## src/rtl/flit_fifo_pkg.sv

```systemverilog
// ---------------------------------------------------------------------------
// flit_fifo_pkg
// Shared types and width helpers for the packet-aware flit FIFO.
//   flit_t   : one buffered flit (payload + tail flag) at the default width
//   level_w  : bits needed to hold an occupancy count of 0..depth
//   ptr_w    : bits needed to index 0..depth-1
// ---------------------------------------------------------------------------
package flit_fifo_pkg;

    localparam int unsigned FLIT_DATA_W = 32'd128;

    typedef struct packed {
        logic [FLIT_DATA_W-1:0] data;
        logic                   last;
    } flit_t;

    // Occupancy counter width: must represent the value depth itself.
    function automatic int unsigned level_w(input int unsigned depth);
        return $clog2(depth + 32'd1);
    endfunction

    // Pointer width, never narrower than one bit.
    function automatic int unsigned ptr_w(input int unsigned depth);
        return (depth < 32'd2) ? 32'd1 : $clog2(depth);
    endfunction

endpackage

```

## src/rtl/flit_fifo_ptr.sv

```systemverilog
// ---------------------------------------------------------------------------
// flit_fifo_ptr
// Index pointer that advances on inc_en and wraps from DEPTH-1 back to 0.
// The wrap is an explicit compare, so non-power-of-two depths work.
// Ports:
//   clk_in   : clock
//   rst_n_in : asynchronous active-low reset (pointer -> 0)
//   inc_en   : advance the pointer on this edge
//   ptr      : current pointer value (registered)
// ---------------------------------------------------------------------------
module flit_fifo_ptr
    import flit_fifo_pkg::*;
#(
    parameter int unsigned DEPTH = 32'd5,
    parameter int unsigned PTR_W = ptr_w(DEPTH)
) (
    input  logic             clk_in,
    input  logic             rst_n_in,
    input  logic             inc_en,
    output logic [PTR_W-1:0] ptr
);

    logic [PTR_W-1:0] ptr_r;
    logic [PTR_W-1:0] ptr_nxt_s;

    // Next pointer: hold, increment, or wrap to zero after the last entry.
    always_comb begin
        ptr_nxt_s = ptr_r;
        if (!inc_en) begin
            ptr_nxt_s = ptr_r;
        end else if (ptr_r == PTR_W'(DEPTH - 32'd1)) begin
            ptr_nxt_s = {PTR_W{1'b0}};
        end else begin
            ptr_nxt_s = ptr_r + PTR_W'(1);
        end
    end

    // Pointer register.
    always_ff @(posedge clk_in or negedge rst_n_in) begin
        if (!rst_n_in) begin
            ptr_r <= {PTR_W{1'b0}};
        end else begin
            ptr_r <= ptr_nxt_s;
        end
    end

    assign ptr = ptr_r;

endmodule

```

## src/rtl/flit_packet_fifo.sv

```systemverilog
// ---------------------------------------------------------------------------
// flit_packet_fifo
// Packet-aware flit buffer with valid/ready on both sides, show-ahead read.
// Optional feature macro: FLIT_FIFO_OVERFLOW_FLAG_EN (sticky err_overflow when
// the producer drives in_valid into a full FIFO; otherwise err_overflow = 0).
// Ports:
//   clk_in, rst_n_in          : clock, asynchronous active-low reset
//   in_valid/in_ready         : write handshake (in_ready = !full)
//   in_data, in_last          : flit payload and packet tail flag
//   out_valid/out_ready       : read handshake (out_valid = !empty)
//   out_data, out_last        : head flit, driven from storage at rd_ptr
//   level                     : number of stored flits
//   almost_full               : level >= AFULL_LEVEL
//   pkt_avail                 : at least one stored tail flit
//   err_overflow              : sticky overflow flag (feature macro)
// All status outputs derive only from registered state.
// ---------------------------------------------------------------------------
module flit_packet_fifo
    import flit_fifo_pkg::*;
#(
    parameter  int unsigned DATA_WIDTH  = 32'd128,
    parameter  int unsigned DEPTH       = 32'd5,
    parameter  int unsigned AFULL_LEVEL = DEPTH - 32'd1,
    localparam int unsigned LEVEL_W     = level_w(DEPTH),
    localparam int unsigned PTR_W       = ptr_w(DEPTH)
) (
    input  logic                  clk_in,
    input  logic                  rst_n_in,
    input  logic                  in_valid,
    output logic                  in_ready,
    input  logic [DATA_WIDTH-1:0] in_data,
    input  logic                  in_last,
    output logic                  out_valid,
    input  logic                  out_ready,
    output logic [DATA_WIDTH-1:0] out_data,
    output logic                  out_last,
    output logic [LEVEL_W-1:0]    level,
    output logic                  almost_full,
    output logic                  pkt_avail,
    output logic                  err_overflow
);

    logic [DATA_WIDTH-1:0] mem_data_r [DEPTH];
    logic                  mem_last_r [DEPTH];

    logic [PTR_W-1:0]   wr_ptr_s;
    logic [PTR_W-1:0]   rd_ptr_s;
    logic [LEVEL_W-1:0] level_r;
    logic [LEVEL_W-1:0] pkt_count_r;
    logic               full_s;
    logic               empty_s;
    logic               push_s;
    logic               pop_s;
    logic               pkt_in_s;
    logic               pkt_out_s;

    assign full_s    = (level_r == LEVEL_W'(DEPTH));
    assign empty_s   = (level_r == {LEVEL_W{1'b0}});
    // in_ready looks only at full, so a pop cannot open a slot in the same cycle.
    assign push_s    = in_valid && !full_s;
    assign pop_s     = out_ready && !empty_s;
    assign pkt_in_s  = push_s && in_last;
    assign pkt_out_s = pop_s && mem_last_r[rd_ptr_s];

    flit_fifo_ptr #(.DEPTH(DEPTH), .PTR_W(PTR_W)) u_wr_ptr (
        .clk_in   (clk_in),
        .rst_n_in (rst_n_in),
        .inc_en   (push_s),
        .ptr      (wr_ptr_s)
    );

    flit_fifo_ptr #(.DEPTH(DEPTH), .PTR_W(PTR_W)) u_rd_ptr (
        .clk_in   (clk_in),
        .rst_n_in (rst_n_in),
        .inc_en   (pop_s),
        .ptr      (rd_ptr_s)
    );

    // Flit storage; contents are intentionally left unreset.
    always_ff @(posedge clk_in) begin
        if (push_s) begin
            mem_data_r[wr_ptr_s] <= in_data;
            mem_last_r[wr_ptr_s] <= in_last;
        end
    end

    // Occupancy: simultaneous push and pop leaves it unchanged.
    always_ff @(posedge clk_in or negedge rst_n_in) begin
        if (!rst_n_in) begin
            level_r <= {LEVEL_W{1'b0}};
        end else begin
            case ({push_s, pop_s})
                2'b10:   level_r <= level_r + LEVEL_W'(1);
                2'b01:   level_r <= level_r - LEVEL_W'(1);
                default: level_r <= level_r;
            endcase
        end
    end

    // Complete-packet count: tails in minus tails out.
    always_ff @(posedge clk_in or negedge rst_n_in) begin
        if (!rst_n_in) begin
            pkt_count_r <= {LEVEL_W{1'b0}};
        end else begin
            case ({pkt_in_s, pkt_out_s})
                2'b10:   pkt_count_r <= pkt_count_r + LEVEL_W'(1);
                2'b01:   pkt_count_r <= pkt_count_r - LEVEL_W'(1);
                default: pkt_count_r <= pkt_count_r;
            endcase
        end
    end

`ifdef FLIT_FIFO_OVERFLOW_FLAG_EN
    logic err_overflow_r;

    // Sticky until reset: producer pushed against backpressure.
    always_ff @(posedge clk_in or negedge rst_n_in) begin
        if (!rst_n_in) begin
            err_overflow_r <= 1'b0;
        end else begin
            err_overflow_r <= err_overflow_r | (in_valid & full_s);
        end
    end

    assign err_overflow = err_overflow_r;
`else
    assign err_overflow = 1'b0;
`endif

    assign in_ready    = !full_s;
    assign out_valid   = !empty_s;
    assign out_data    = mem_data_r[rd_ptr_s];
    assign out_last    = mem_last_r[rd_ptr_s];
    assign level       = level_r;
    assign almost_full = (level_r >= LEVEL_W'(AFULL_LEVEL));
    assign pkt_avail   = (pkt_count_r != {LEVEL_W{1'b0}});

endmodule

```

## config.mk

```make
export PLATFORM = sky130hd
export DESIGN_NAME = flit_packet_fifo
export DESIGN_NICKNAME = d
export VERILOG_FILES = /design/src/rtl/flit_fifo_pkg.sv /design/src/rtl/flit_fifo_ptr.sv /design/src/rtl/flit_packet_fifo.sv
export SDC_FILE = /design/constraint.sdc
export NUM_CORES = 1
export LEC_CHECK = 0
export ABC_AREA = 1
export BUFFER_PORTS_ARGS = -buffer_cell sky130_fd_sc_hd__buf_4
export CAP_MARGIN = 20
export CORE_MARGIN = 4
export CORE_UTILIZATION = 53
export DETAILED_ROUTE_END_ITERATION = 8
export PLACE_DENSITY = 0.76
export SETUP_SLACK_MARGIN = 0.2
export SKIP_CTS_REPAIR_TIMING = 1
export SLEW_MARGIN = 20
export SYNTH_ARGS = -nofsm -noshare
export SYNTH_HDL_FRONTEND = slang
export SYNTH_SLANG_ARGS = --single-unit
```

## constraint.sdc

```tcl
create_clock -name clk_in -period 14.81 [get_ports clk_in]
set_input_delay 0.7405 -clock clk_in [delete_from_list [all_inputs] [get_ports clk_in]]
set_output_delay 0.7405 -clock clk_in [all_outputs]
set_load 0.05 [all_outputs]
```

# Word-level counts from Yosys, hierarchy flattened
# Memory sizes are Yosys's and may differ from the RTL's.
# Index checks and enable logic that the tools add are counted.
word_totals:
  reg_bits: 12
  elab_cells: 36
  ramBits: 645
  mem_count: 2
mem_list:
  columns: ["memory", "words", "width", "read_ports", "rd_ports_with_merged_regs", "write_ports", "line", "source"]
  rows:
  - ["mem_data_r", 5, 128, 1, 0, 1, "flit_packet_fifo.sv:43", "logic [DATA_WIDTH-1:0] mem_data_r [DEPTH];"]
  - ["mem_last_r", 5, 1, 1, 0, 1, "flit_packet_fifo.sv:44", "logic mem_last_r [DEPTH];"]
classes:
  n_eq_ne: 7
  magnitude_cmp: 1
  n_mux: 6
  reduce_logical: 10
  add_sub_neg: 6
ops:
  columns: ["cell", "count"]
  rows:
  - ["$add A3 B1 Y3 const B", 4]
  - ["$pmux W3 S2", 2]
  - ["$eq A3 B3 Y1 const B", 3]
  - ["$mux W3", 2]
  - ["$sub A3 B1 Y3 const B", 2]
  - ["$eq A2 B1 Y1 const B", 2]
  - ["$eq A2 B2 Y1 const B", 2]
  - ["$logic_and A1 B1 Y1", 4]
  - ["$reduce_bool A2 Y1", 2]
  - ["$ge A3 B3 Y1 const B", 1]
  - ["$logic_not A3 Y1", 1]
  - ["$reduce_bool A3 Y1", 1]
  - ["$logic_not A1 Y1", 2]
  - ["$mux W1", 2]

# Logic depth before layout (Yosys ltp)
depth:
  ltp_word: 6
  mapped_depth: 15
  ltp_nobuf: 12

# Cells and area by module
# Synthesis repeated with hierarchy kept, for this count alone.
unflattened:
  cells_unflattened: 2147
  hier_area_um2: 26002.4
by_module_without_submodules:
  columns: ["mod", "cells_each", "instances", "area_per_inst_um2", "seq_area_each_um2"]
  rows:
  - ["flit_packet_fifo", 2107, 1, 25682.1, 19518.7]
  - ["flit_fifo_ptr", 20, 2, 160.2, 75.1]

# Worst setup path after synthesis
# No wires, ideal clock.
synth_path:
  path_type: "register -> register"
  from: "reg level_r[1], in the netlist level[1]"
  to: "mem mem_data_r[4][0] in the netlist's numbering (enable)"
  n_path_buf: 0
  path_stages_with_launch: 5
  required_time_ps: 13873
  path_slack_ps: 164
  arrival_time_ps: 13710
  cell_sequence: "dfrtp_1 > inv_1 > nand3_1 > nand2_1 > nor4_1"
synth_between:
  elab_chain_len: 5
synth_lines:
  columns: ["item", "line", "source"]
  rows:
  - ["from (decl)", "flit_packet_fifo.sv:48", "logic [LEVEL_W-1:0] level_r;"]
  - ["from (signal assigned)", "flit_packet_fifo.sv:90", "level_r <= {LEVEL_W{1'b0}};"]
  - ["from (signal assigned)", "flit_packet_fifo.sv:93", "2'b10: level_r <= level_r + LEVEL_W'(1);"]
  - ["from (signal assigned)", "flit_packet_fifo.sv:94", "2'b01: level_r <= level_r - LEVEL_W'(1);"]
  - ["$eq A3 B3 Y1", "flit_packet_fifo.sv:57", "assign full_s = (level_r == LEVEL_W'(DEPTH));"]
  - ["$logic_not A1 Y1", null, null]
  - ["net in_ready", "flit_packet_fifo.sv:30", "output logic in_ready,"]
  - ["$logic_and A1 B1 Y1", "flit_packet_fifo.sv:60", "assign push_s = in_valid && !full_s;"]
  - ["$mux W1", "flit_packet_fifo.sv:81", "if (push_s) begin"]
  - ["$mux W1 (implied by the code)", "flit_packet_fifo.sv:82", "mem_data_r[wr_ptr_s] <= in_data;"]
  - ["to (decl)", "flit_packet_fifo.sv:43", null]
# The timed path passes the listed nets, and every way through them passes these cells.

# Final worst setup path
layout_path:
  from: "reg u_rd_ptr.ptr_r[2], in the netlist u_rd_ptr.ptr[2]"
  to: "out out_data[120]"
layout_between:
  elab_chain_len: 1
layout_lines:
  columns: ["item", "line", "source"]
  rows:
  - ["from (decl)", "flit_fifo_ptr.sv:23", "logic [PTR_W-1:0] ptr_r;"]
  - ["from (signal assigned)", "flit_fifo_ptr.sv:41", "ptr_r <= {PTR_W{1'b0}};"]
  - ["from (signal assigned)", "flit_fifo_ptr.sv:43", "ptr_r <= ptr_nxt_s;"]
  - ["$mem_v2 Z5 W128", null, null]
  - ["to (decl)", "flit_packet_fifo.sv:35", "output logic [DATA_WIDTH-1:0] out_data,"]
# No other way between the ends.

==> flow_metrics.env <==
export IMPL_status="completed"
export IMPL_max_freq_ghz=0.238
export IMPL_layout_min_cycle_time_ps=4190
export IMPL_detail_route_drc_violations=0
export IMPL_worst_clock_skew_ps=10.3
export IMPL_endpoint_kind="output pin"
export IMPL_worst_path_max_delay_cell="inv_4"
export IMPL_path_clk_slew_ps=60
export IMPL_critPathMaxFanout=77
export IMPL_route_vias_total=16600
export IMPL_ys_seq_elements=657
export IMPL_critical_path_max_stage_delay_ps=840
export IMPL_syn_instance_count=2137
export IMPL_synthesis_nets=2278
export IMPL_number_of_global_route_vias_before_repair=16700
export IMPL_htreeDepth=3
export IMPL_global_route_usage_total=0.218
export IMPL_layout_nets=2523
export IMPL_cell_internal_pwr_mw=4.18
export IMPL_preCtsSetupSlack_ps=10840
export IMPL_floorplan_rows=80
export IMPL_final_hold_worst_slack_ps=363
export IMPL_setup_violations_final=0
export IMPL_grt_antenna_before_repair=5
export IMPL_cts_max_path_buffers=3
export IMPL_final_cell_area_um2=30500
export IMPL_cts_inserted_buffers=67
export IMPL_timing_hold_violations_final=0
export IMPL_synth_seq_area_share=0.760
export IMPL_dpl_cell_area_um2=28300
export IMPL_cts_root_buf="clkbuf_16"
export IMPL_clk_insertion_delay_late_ps=580
export IMPL_detailedRoute_firstPassIterationCount=5
export IMPL_ratio_of_cells_with_drive_above_1_in_the_final_layout=0.162
export IMPL_fin_total_pwr_mw=7.24
export IMPL_timing_hold_worst_class="in -> reg"
export IMPL_timing_setup_critical_path_class="reg -> out"
export IMPL_power_ir_vdd_worst_mv=0.226
export IMPL_final_max_slew_viol_count=0
export IMPL_drtAntennaViolNets=0
export IMPL_power_density_cell_area_nw_per_um2=237
export IMPL_worst_endpoint_arrival_ps=3450
export IMPL_floorplan_initialDensity=0.539
export IMPL_coreArea_um2=48000
export IMPL_power_leakage_nw=11.7
export IMPL_die_width_um=229
export IMPL_tritoncts="built"
export IMPL_avgSynthCellArea_um2=12.1
export IMPL_p_switching_mw=3.06
export IMPL_routed_wirelength_mm=58.2
export IMPL_place_detailed_hpwl_mm=31.3
export IMPL_grt_max_degree=260
export IMPL_comb_power_share=0.426
export IMPL_netSwitchingFraction=0.423
export IMPL_detail_route_wl_per_cell_um=19.1
export IMPL_crit_path_start_kind="flop"
export IMPL_setup_tns_final_ps=0
export IMPL_count_of_input_and_output_buffers=268
export IMPL_drt_first_iter_violations=1351
export IMPL_synthDominantAreaCellType="edfxtp_1"
export IMPL_share_clk_of_total_power=0.227
export IMPL_grt_pass1_wl_mm=90.3
export IMPL_ys_warnings_count=0
export IMPL_design_portCount=270
export IMPL_fillerInstances=3476
export IMPL_synthDistinctLibCells=25
export IMPL_cp_data_required_time_ps=14070
export IMPL_post_synth_instance_area_um2=25900
export IMPL_fp_dieH_um=229
export IMPL_setup_repair_after_global_routing_missed_its_margin="false"
export IMPL_synth_top_area_share=0.748
export IMPL_crit_path_cell_trace="inv_4, buf_4, nand2_1, nand2_1, buf_4"
export IMPL_grt_overflow=0
export IMPL_globalplace_congestion=0.734
export IMPL_min_period_over_period=0.283
export IMPL_area_growth_pct=18.0
export IMPL_postLayoutSetupSlackWorst_ps=10620
export IMPL_cap_violations=0
export IMPL_ys_top_cells_by_area="edfxtp_1, nand2_1, nor2_1, o21ai_1, o21ai_0"
export IMPL_numClockSinks=657
export IMPL_dieArea_um2=52400
export IMPL_seqPwrFrac=0.347
export IMPL_tightestPinTransition_ps=1100
export IMPL_timing_slew_headroom=0.267
export IMPL_routed_via_density=5.43
## sequential cells by signal, indices dropped and copies added (netlist names)
| name | count |
|---|---|
| pkt_count_r | 3 |
| u_wr_ptr.ptr | 3 |
| mem_last_r | 5 |
| u_rd_ptr.ptr | 3 |
| mem_data_r | 640 |
| level | 3 |
## final cells by class
class | count | area [um2] | share of cell area
Tap cell | 615 | 769 | 0.0252
Clock inverter | 31 | 273 | 0.00893
Timing Repair Buffer | 291 | 2300 | 0.0753
Inverter | 22 | 95.1 | 0.00311
Multi-Input combinational cell | 1343 | 5540 | 0.181
Antenna cell | 3 | 7.51 | 0.000246
Clock buffer | 86 | 1890 | 0.0617
Sequential cell | 657 | 19700 | 0.644
## per-layer routing
layer	wire length, um	GRT usage
met5	26	0
met4	1490	0.0824
met3	4600	0.0485
met2	28500	0.361
met1	23500	0.285
## synthesized netlist by cell type (all sizes together)
master	number
a21oi	4
buf	77
clkbuf	38
conb	1
dfrtp	12
edfxtp	645
fa	2
ha	6
inv	22
nand2	531
nand3	7
nor2	516
nor3	4
nor4	1
o21ai	266
or2	1
xnor2	2
xor2	2
## power by group through the flow
stage               Sequential (mW)  Clock (mW)  Combinational, mW
floorplan                      2.59           0               2.20
global placement               2.55           0               3.00
detailed placement             2.57           0               3.06
CTS                            2.53        1.67               3.07
global route                   2.54        1.76               3.34
finish                         2.51        1.65               3.09
## worst max-delay path: cells and delay by family (launching register included)
family | cells | cell delay, ps
buffers and inverters | 3 | 1770
DFF | 1 | 710
and+or+nand+nor | 2 | 360
## metrics by stage
step | utilization | std cells
finish | 0.636 | 3048
CTS | 0.633 | 3040
floorplan | - | 2137
global placement | 0.588 | 2922
global route | 0.636 | 3047
detailed placement | 0.588 | 2923
## kinds of logic (layout without fill, tap and decap cells)
family                   after synthesis  after routing  share of synthesized area
AO/OA/AOI/OAI                        270            270                     0.0522
XOR/XNOR                               4              4                    0.00135
adder cells (fa/ha/maj)                8              8                    0.00445
buffers and inverters                137            430                     0.0273
flip-flops                           657            657                      0.760
other                                  1              4                   0.000145
AND/OR/NAND/NOR                     1060           1060                      0.154
## cell usage in the layout (no fill, tap or decap), types with 4 or more instances in the layout
cell type and n:
a21oi_1 4, buf_16 5, buf_4 284, bufinv_16 5, clkbuf_1 12, clkbuf_16 73, clkinv_1 13, clkinv_2 10
dfrtp_1 9, edfxtp_1 645, ha_1 6, inv_1 19, nand2_1 531, nand3_1 7, nor2_1 516, nor3_2 4
o21ai_0 132, o21ai_1 134
## path summary, 6_finish.rpt
check / depth (start not counted) / slack (ps) / startpoint / to
hold reg to reg: 1 / 490 / pkt_count_r[0] / pkt_count_r[0]
setup reg to reg: 11 / 11000 / u_rd_ptr.ptr[2] / pkt_count_r[2]
max in group asynchronous: 2 / 14090 / rst_n_in / u_rd_ptr.ptr[0]
setup / recovery: 5 / 10620 / u_rd_ptr.ptr[2] / out_data[120]
min in group asynchronous: 2 / 530 / rst_n_in / level[2]
hold / removal: 1 / 360 / in_data[51] / mem_data_r[2][51]
Note: power is estimated with default switching activity, not from simulation.
